[src/rtl/fft4_frame_ctrl.sv]
// fft4_frame_ctrl
// Streaming wrapper around the 4-point FFT core. Serial samples are packed
// into 4-sample frames, the core is launched with a one-cycle pulse, and the
// parallel result is captured and replayed as a valid/ready bin stream.
// Input and output buffers are independent so one frame can fill while the
// previous one drains. A watchdog drops a frame whose core never answers.
module fft4_frame_ctrl #(
    parameter int DATA_WIDTH = 8,
    parameter int TIMEOUT    = 16
) (
    input  logic                         clk,
    input  logic                         rst_n,
    input  logic                         s_valid,
    output logic                         s_ready,
    input  logic signed [DATA_WIDTH-1:0] s_real,
    input  logic signed [DATA_WIDTH-1:0] s_imag,
    output logic                         m_valid,
    input  logic                         m_ready,
    output logic signed [DATA_WIDTH+1:0] m_real,
    output logic signed [DATA_WIDTH+1:0] m_imag,
    output logic [1:0]                   m_index,
    output logic                         m_last,
    output logic                         core_en,
    output logic signed [DATA_WIDTH-1:0] core_in0_real,
    output logic signed [DATA_WIDTH-1:0] core_in0_imag,
    output logic signed [DATA_WIDTH-1:0] core_in1_real,
    output logic signed [DATA_WIDTH-1:0] core_in1_imag,
    output logic signed [DATA_WIDTH-1:0] core_in2_real,
    output logic signed [DATA_WIDTH-1:0] core_in2_imag,
    output logic signed [DATA_WIDTH-1:0] core_in3_real,
    output logic signed [DATA_WIDTH-1:0] core_in3_imag,
    input  logic                         core_valid,
    input  logic signed [DATA_WIDTH+1:0] core_out0_real,
    input  logic signed [DATA_WIDTH+1:0] core_out0_imag,
    input  logic signed [DATA_WIDTH+1:0] core_out1_real,
    input  logic signed [DATA_WIDTH+1:0] core_out1_imag,
    input  logic signed [DATA_WIDTH+1:0] core_out2_real,
    input  logic signed [DATA_WIDTH+1:0] core_out2_imag,
    input  logic signed [DATA_WIDTH+1:0] core_out3_real,
    input  logic signed [DATA_WIDTH+1:0] core_out3_imag,
    output logic                         busy,
    output logic                         timeout_err,
    output logic [15:0]                  frame_cnt
);

    localparam int OW = DATA_WIDTH + 2;
    localparam int WW = $clog2(TIMEOUT + 1);
    // The watchdog register holds (count - 1), so the last allowed WAIT
    // cycle is the one where it reads TIMEOUT-1.
    localparam logic [WW-1:0] WDOG_LAST = WW'(TIMEOUT - 1);

    typedef enum logic [1:0] {
        ST_IDLE,
        ST_LAUNCH,
        ST_WAIT
    } state_t;

    state_t state, state_nxt;

    logic [2:0]                  wp;
    logic [1:0]                  rp;
    logic signed [DATA_WIDTH-1:0] ibuf_re [4];
    logic signed [DATA_WIDTH-1:0] ibuf_im [4];
    logic signed [OW-1:0]         obuf_re [4];
    logic signed [OW-1:0]         obuf_im [4];
    logic                         obuf_full;
    logic [WW-1:0]                wdog;
    logic                         capture;
    logic                         expire;
    logic                         s_fire;
    logic                         m_fire;

    assign s_ready = (wp != 3'd4);
    assign s_fire  = s_valid && s_ready;
    assign m_fire  = obuf_full && m_ready;

    // Core FSM state register.
    always_ff @(posedge clk or negedge rst_n) begin
        if (!rst_n) state <= ST_IDLE;
        else        state <= state_nxt;
    end

    // Launch once a full frame is buffered and the output side has room.
    always_comb begin
        state_nxt = state;
        unique case (state)
            ST_IDLE:   if (wp == 3'd4 && !obuf_full) state_nxt = ST_LAUNCH;
            ST_LAUNCH: state_nxt = ST_WAIT;
            ST_WAIT:   if (capture || expire) state_nxt = ST_IDLE;
            default:   state_nxt = ST_IDLE;
        endcase
    end

    // FSM outputs; a core answer on the final watchdog cycle still counts.
    always_comb begin
        core_en = 1'b0;
        busy    = 1'b0;
        capture = 1'b0;
        expire  = 1'b0;
        unique case (state)
            ST_LAUNCH: begin
                core_en = 1'b1;
                busy    = 1'b1;
            end
            ST_WAIT: begin
                busy    = 1'b1;
                capture = core_valid;
                expire  = !core_valid && (wdog == WDOG_LAST);
            end
            default: ;
        endcase
    end

    // Input buffer fill; the frame is released on capture or on a drop.
    always_ff @(posedge clk or negedge rst_n) begin
        if (!rst_n) begin
            wp <= 3'd0;
            for (int i = 0; i < 4; i++) begin
                ibuf_re[i] <= '0;
                ibuf_im[i] <= '0;
            end
        end else if (capture || expire) begin
            wp <= 3'd0;
        end else if (s_fire) begin
            ibuf_re[wp[1:0]] <= s_real;
            ibuf_im[wp[1:0]] <= s_imag;
            wp               <= wp + 3'd1;
        end
    end

    // Watchdog counts WAIT cycles since the launch pulse.
    always_ff @(posedge clk or negedge rst_n) begin
        if (!rst_n)                wdog <= '0;
        else if (state == ST_LAUNCH) wdog <= '0;
        else if (state == ST_WAIT)   wdog <= wdog + 1'b1;
    end

    // Sticky error flag, cleared only by reset.
    always_ff @(posedge clk or negedge rst_n) begin
        if (!rst_n)      timeout_err <= 1'b0;
        else if (expire) timeout_err <= 1'b1;
    end

    // Output buffer capture and bin-by-bin drain with frame counting.
    always_ff @(posedge clk or negedge rst_n) begin
        if (!rst_n) begin
            obuf_full <= 1'b0;
            rp        <= 2'd0;
            frame_cnt <= 16'd0;
            for (int i = 0; i < 4; i++) begin
                obuf_re[i] <= '0;
                obuf_im[i] <= '0;
            end
        end else if (capture) begin
            obuf_re[0] <= core_out0_real;
            obuf_im[0] <= core_out0_imag;
            obuf_re[1] <= core_out1_real;
            obuf_im[1] <= core_out1_imag;
            obuf_re[2] <= core_out2_real;
            obuf_im[2] <= core_out2_imag;
            obuf_re[3] <= core_out3_real;
            obuf_im[3] <= core_out3_imag;
            obuf_full  <= 1'b1;
        end else if (m_fire) begin
            rp <= rp + 2'd1;
            if (rp == 2'd3) begin
                obuf_full <= 1'b0;
                frame_cnt <= frame_cnt + 16'd1;
            end
        end
    end

    assign m_valid = obuf_full;
    assign m_real  = obuf_full ? obuf_re[rp] : '0;
    assign m_imag  = obuf_full ? obuf_im[rp] : '0;
    assign m_index = rp;
    assign m_last  = obuf_full && (rp == 2'd3);

    assign core_in0_real = ibuf_re[0];
    assign core_in0_imag = ibuf_im[0];
    assign core_in1_real = ibuf_re[1];
    assign core_in1_imag = ibuf_im[1];
    assign core_in2_real = ibuf_re[2];
    assign core_in2_imag = ibuf_im[2];
    assign core_in3_real = ibuf_re[3];
    assign core_in3_imag = ibuf_im[3];

endmodule

[config.mk]
export PLATFORM = sky130hd
export DESIGN_NAME = fft4_frame_ctrl
export DESIGN_NICKNAME = d
export VERILOG_FILES = /design/src/rtl/fft4_frame_ctrl.sv
export SDC_FILE = /design/constraint.sdc
export NUM_CORES = 1
export LEC_CHECK = 0
export ABC_CLOCK_PERIOD_IN_PS = 2800
export BUFFER_PORTS_ARGS = -buffer_cell sky130_fd_sc_hd__buf_2
export CAP_MARGIN = 20
export CORE_ASPECT_RATIO = 0.6
export CORE_MARGIN = 1.5
export CORE_UTILIZATION = 54
export CTS_BUF_LIST = sky130_fd_sc_hd__clkbuf_8
export CTS_CLUSTER_SIZE = 20
export DETAILED_ROUTE_END_ITERATION = 8
export PLACE_DENSITY_LB_ADDON = 0.2
export SLEW_MARGIN = 10
export SYNTH_ARGS = -nofsm -noshare
export SYNTH_HDL_FRONTEND = slang
export SYNTH_SLANG_ARGS = --single-unit
[constraint.sdc]
create_clock -name clk -period 2.8 [get_ports clk]
set_input_delay 0.14 -clock clk [delete_from_list [all_inputs] [get_ports clk]]
set_output_delay 0.14 -clock clk [all_outputs]
set_load 0.05 [all_outputs]
# After elaboration in Yosys (flattened, before gate mapping)
# Cells that the tools add are included.
# classes
add_sub_neg	4
magnitude_cmp	3
n_eq_ne	8
muxes	26
bitwise_logic	4
n_reduce_logical	20
# op_table
op	n
bitwise mux 32 bit	2
two-way mux 10 bit	6
binary-select mux 10 bit (select 2 bit)	2
adder 16 x 1 -> 16 bit (second input constant)	1
demux 8 bit (select 2 bit)	1
two-way mux 5 bit	2
two-way mux 8 bit	1
AND reduction 2 bit	4
nonzero test 2 bit	4
two-way mux 1 bit	7
>= comparator 3 bit (second input constant)	2
logical AND 1 bit	6
two-way mux 3 bit	2
inverter 2 -> 3 bit	2
one-hot mux 2 bit (3 select lines)	1
adder 5 x 1 -> 5 bit (second input constant)	1
equality test 5 x 4 -> 1 bit (second input constant)	1
equality test 2 bit (second input constant)	2
two-way mux 2 bit	2
!= test 2 bit (second input constant)	2
adder 3 x 1 -> 3 bit (second input constant)	1
equality test 3 bit (second input constant)	1
less-than comparator 3 x 1 -> 1 bit (second input constant)	1
!= test 3 bit (second input constant)	1
other kinds (8)	10
# word_totals
regBits	174
in_bits	101
out_inout_bits	108
elab_cells	88

# Depth between registers and ports, before layout
# depth
ltp_word	6
depth_mapped	8
depth_no_buf	7

# Worst setup path before layout
# OpenSTA, ideal clock, no wires.
# synth_timing
kind	reg2reg
from	register wdog[0]
to	register ibuf_im (netlist bit core_in0_imag[4])
setup_ns	0.125
arrival_ns	2.061
required_time_ns	2.675
setup_slack_ns	0.615
path_stages_with_launch	8
n_path_buf	1
synth_period_minus_slack_ns	2.185
cell_sequence	dfrtp_1 -> ha_1 -> and3_1 -> ha_1 -> o21a_4 -> nor3_4 -> buf_8 -> mux2_2
# synth_via
elab_chain_len	6
# synth_lines
item	line	text
start: declaration	67	logic [WW-1:0] wdog;
start signal: assignment	135	else if (state == ST_WAIT) wdog <= wdog + 1'b1;
equality test 5 x 4 -> 1 bit	108	expire = !core_valid && (wdog == WDOG_LAST);
logical AND 1 bit	108	
two-way mux 1 bit	100	unique case (state)
logical OR 1 bit	122	end else if (capture || expire) begin
inverter 1 bit (no line)	n/a	
AND reduction 2 bit (no line)	n/a	
end signal: indexed assignment	126	ibuf_im[wp[1:0]] <= s_imag;
end: declaration	63	logic signed [DATA_WIDTH-1:0] ibuf_im [4];
# Every way passes these cells.
# A chain may end at the register's enable or synchronous reset.

# Final worst setup path
# layout_timing
from	register wdog[0]
to	register ibuf_im (netlist bit core_in0_imag[7])
# Same word-level chain as after synthesis.

==> results.sh <==
export IMPL_fin_crit_ns=2.24
export IMPL_rrSetupSlack_ns=0.56
export IMPL_tns_ns=0
export IMPL_crit_type="reg -> reg"
export IMPL_core_area_sq_um=13700
export IMPL_start_kind="flop"
export IMPL_mostFrequentLayoutCell="buf_2"
export IMPL_finalPower_mw=12.8
export IMPL_endpoint_kind="flop"
export IMPL_synth_area_sq_um=7630
export IMPL_synth_edf_count=0
export IMPL_io_pins=209
export IMPL_grt_usage=0.241
export IMPL_ys_seq_area_frac=0.571
export IMPL_synth_area_top_cells="dfrtp_1, mux2_2, mux2_4, mux4_2, and2_1"
export IMPL_max_freq_mhz=447
export IMPL_synth_fp_nets=594
export IMPL_cp_required_ns=3.12
export IMPL_viasPerCell=5.08
export IMPL_maxCapViolCount=0
export IMPL_area_delta_synth_final_pct=34.3
export IMPL_start_util=0.556
export IMPL_finalSetupViolCount=0
export IMPL_antenna_found_initial=0
export IMPL_die_h_microns=95.1
export IMPL_worst_path_max_fanout=16
export IMPL_cts_buffers=17
export IMPL_dp_hpwl_microns=11400
export IMPL_drive_gt1_frac=0.528
export IMPL_peakVddDrop_v=0.000730
export IMPL_finalCritPeriodShare=0.800
export IMPL_multi_input_area_sq_um=3090
export IMPL_ys_seq_elements=174
export IMPL_syn_avg_cell_area_sq_um=15.8
export IMPL_synthArstFlopShare=1.00
export IMPL_grt_ovfl_total=0
export IMPL_wirelength_microns=17200
export IMPL_powerDensity_nw_per_um2=1250
export IMPL_skew_ns=0.0183
export IMPL_clkTransAtPathRegs_ns=0.10
export IMPL_ctsHtreeMaxLevel=4
export IMPL_status="finished clean"
export IMPL_grt_max_degree=86
export IMPL_leakage_nw=4.90
export IMPL_grt_pass1_vias=5418
export IMPL_seqCellArea_sq_um=4350
export IMPL_worstSetupStartpoint="wdog[0]"
export IMPL_ys_flop_type="dfrtp_1"
export IMPL_reg2reg_from="wdog[0]"
export IMPL_post_cts_resized=0
export IMPL_clk_latency_ns=0.45
export IMPL_nets=908
export IMPL_synthCells=482
export IMPL_tightest_slew_ns=0.788
export IMPL_drt_iter0_drc=174
export IMPL_num_vias=5087
export IMPL_netlist_area_leader_share=0.571
export IMPL_antennaDiodeCount=0
export IMPL_fillCellCount=904
export IMPL_min_path_type="in -> reg"
export IMPL_reg2regPathDepth=7
export IMPL_r2r_end="core_in0_imag[7]"
export IMPL_endpoint="core_in0_imag[7]"
export IMPL_yosys_warnings=0
export IMPL_crit_arrival_ns=2.56
export IMPL_rows=33
export IMPL_hold_violations=0
export IMPL_drt_first_pass_iters=4
export IMPL_die_w_microns=156
export IMPL_cts_root_buf="clkbuf_8"
export IMPL_tritoncts="done"
export IMPL_finalMaxSlewViolations=0
export IMPL_cts_num_sinks=174
export IMPL_clk_path_buf_depth=2
export IMPL_maxSlewHeadroom=0.474
export IMPL_rsz0062_at_grt="no"
export IMPL_dieArea_sq_um=14900
export IMPL_grt_pass1_wl_microns=27400
export IMPL_drc=0
export IMPL_place_congestion=0.799
export IMPL_final_cell_mix="buf_2, dfrtp_1, mux2_2, dlygate4sd3_1, mux2_4"
export IMPL_wl_per_cell_microns=17.2
export IMPL_synth_cell_type_count=41
export IMPL_synth_top_area_cell="dfrtp_1"
export IMPL_ant_nets=0
export IMPL_numPortBuffers=208
==> per-layer routing <==
layer  track usage  part of all wire  vias to the layer above
met3        0.0445             0.045                       23
met1         0.330              0.46                     2570
li1              -                 -                     2349
met4        0.0786             0.014                        0
met5             0                 0                        -
met2         0.396              0.48                      145
==> cell usage after synthesis, types with 4 or more instances <==
| cell | count |
|---|---|
| clkbuf_1 | 4 |
| xnor2_1 | 15 |
| mux4_2 | 20 |
| nand2_1 | 9 |
| nand4_1 | 4 |
| mux2_2 | 116 |
| mux2_4 | 30 |
| inv_1 | 8 |
| dfrtp_1 | 174 |
| buf_4 | 8 |
| and2_1 | 23 |
| ha_1 | 11 |
| o21ai_0 | 5 |
| nand3_1 | 11 |
==> registers in the layout (all words and copies together) (netlist names), 8 cells and up <==
name,flops
obuf_re,40
frame_cnt,16
core_in1_imag,8
core_in2_real,8
core_in3_real,8
core_in0_imag,8
core_in3_imag,8
core_in1_real,8
core_in2_imag,8
core_in0_real,8
obuf_im,40
==> repair_timing <==
item | 4_1_cts | 5_1_grt
setup buffers | 0 | 0
hold buffers | 98 | 0
endpoints found under the hold margin | 228 | 0
==> per-stage QoR <==
stage,hold slack (ns),area [sq um],util,setup WS [ns],std cells
floorplan,-0.156,7630,-,0.615,482
global placement,0.247,8850,0.646,0.627,871
detailed placement,0.256,8850,0.646,0.564,871
CTS,0.0260,10200,0.747,0.550,1001
global route,0.0490,10200,0.747,0.404,1001
finish,0.0546,10200,0.747,0.561,1001
==> worst min path at each step <==
stage | start | to | cells after the start
global placement | rst_n | obuf_re[22] | 1
finish | core_valid | timeout_err | 3
detailed placement | rst_n | obuf_re[22] | 1
global route | core_valid | timeout_err | 3
CTS | core_valid | timeout_err | 3
floorplan | rst_n | core_in0_imag[0] | 0
==> layout make-up <==
cell class | count | share of cell area
Sequential cell | 174 | 0.425
Multi-Input combinational cell | 280 | 0.301
Timing Repair Buffer | 315 | 0.207
Tap cell | 192 | 0.0235
Clock buffer | 17 | 0.0228
Clock inverter | 15 | 0.0170
Inverter | 8 | 0.00293
==> where the power goes <==
part,internal [mW],total (mW),switching (mW)
Clock,0.753,1.77,1.01
Sequential,3.67,4.33,0.658
Combinational,2.50,6.66,4.16
==> logic make-up (layout without fill, tap and decap cells) <==
group                      after synthesis  count (layout)  synth area share
muxes                                  168             168             0.292
xor gates and xnor gates                18              18            0.0207
AOI/OAI and AO/OA                       14              14            0.0141
DFF                                    174             174             0.571
buffers and inverters                   28             355            0.0248
and+or+nand+nor                         69              69            0.0594
adders and majority gates               11              11            0.0180
==> worst max-delay path, stage by stage, from the launching register on <==
cell     delay (ns)
dfrtp_1        0.43
ha_1           0.24
and3_1         0.19
ha_1           0.21
o21a_4         0.27
nor3_4         0.15
buf_4          0.26
mux2_2         0.36
Power figures use the tool's default switching activity.
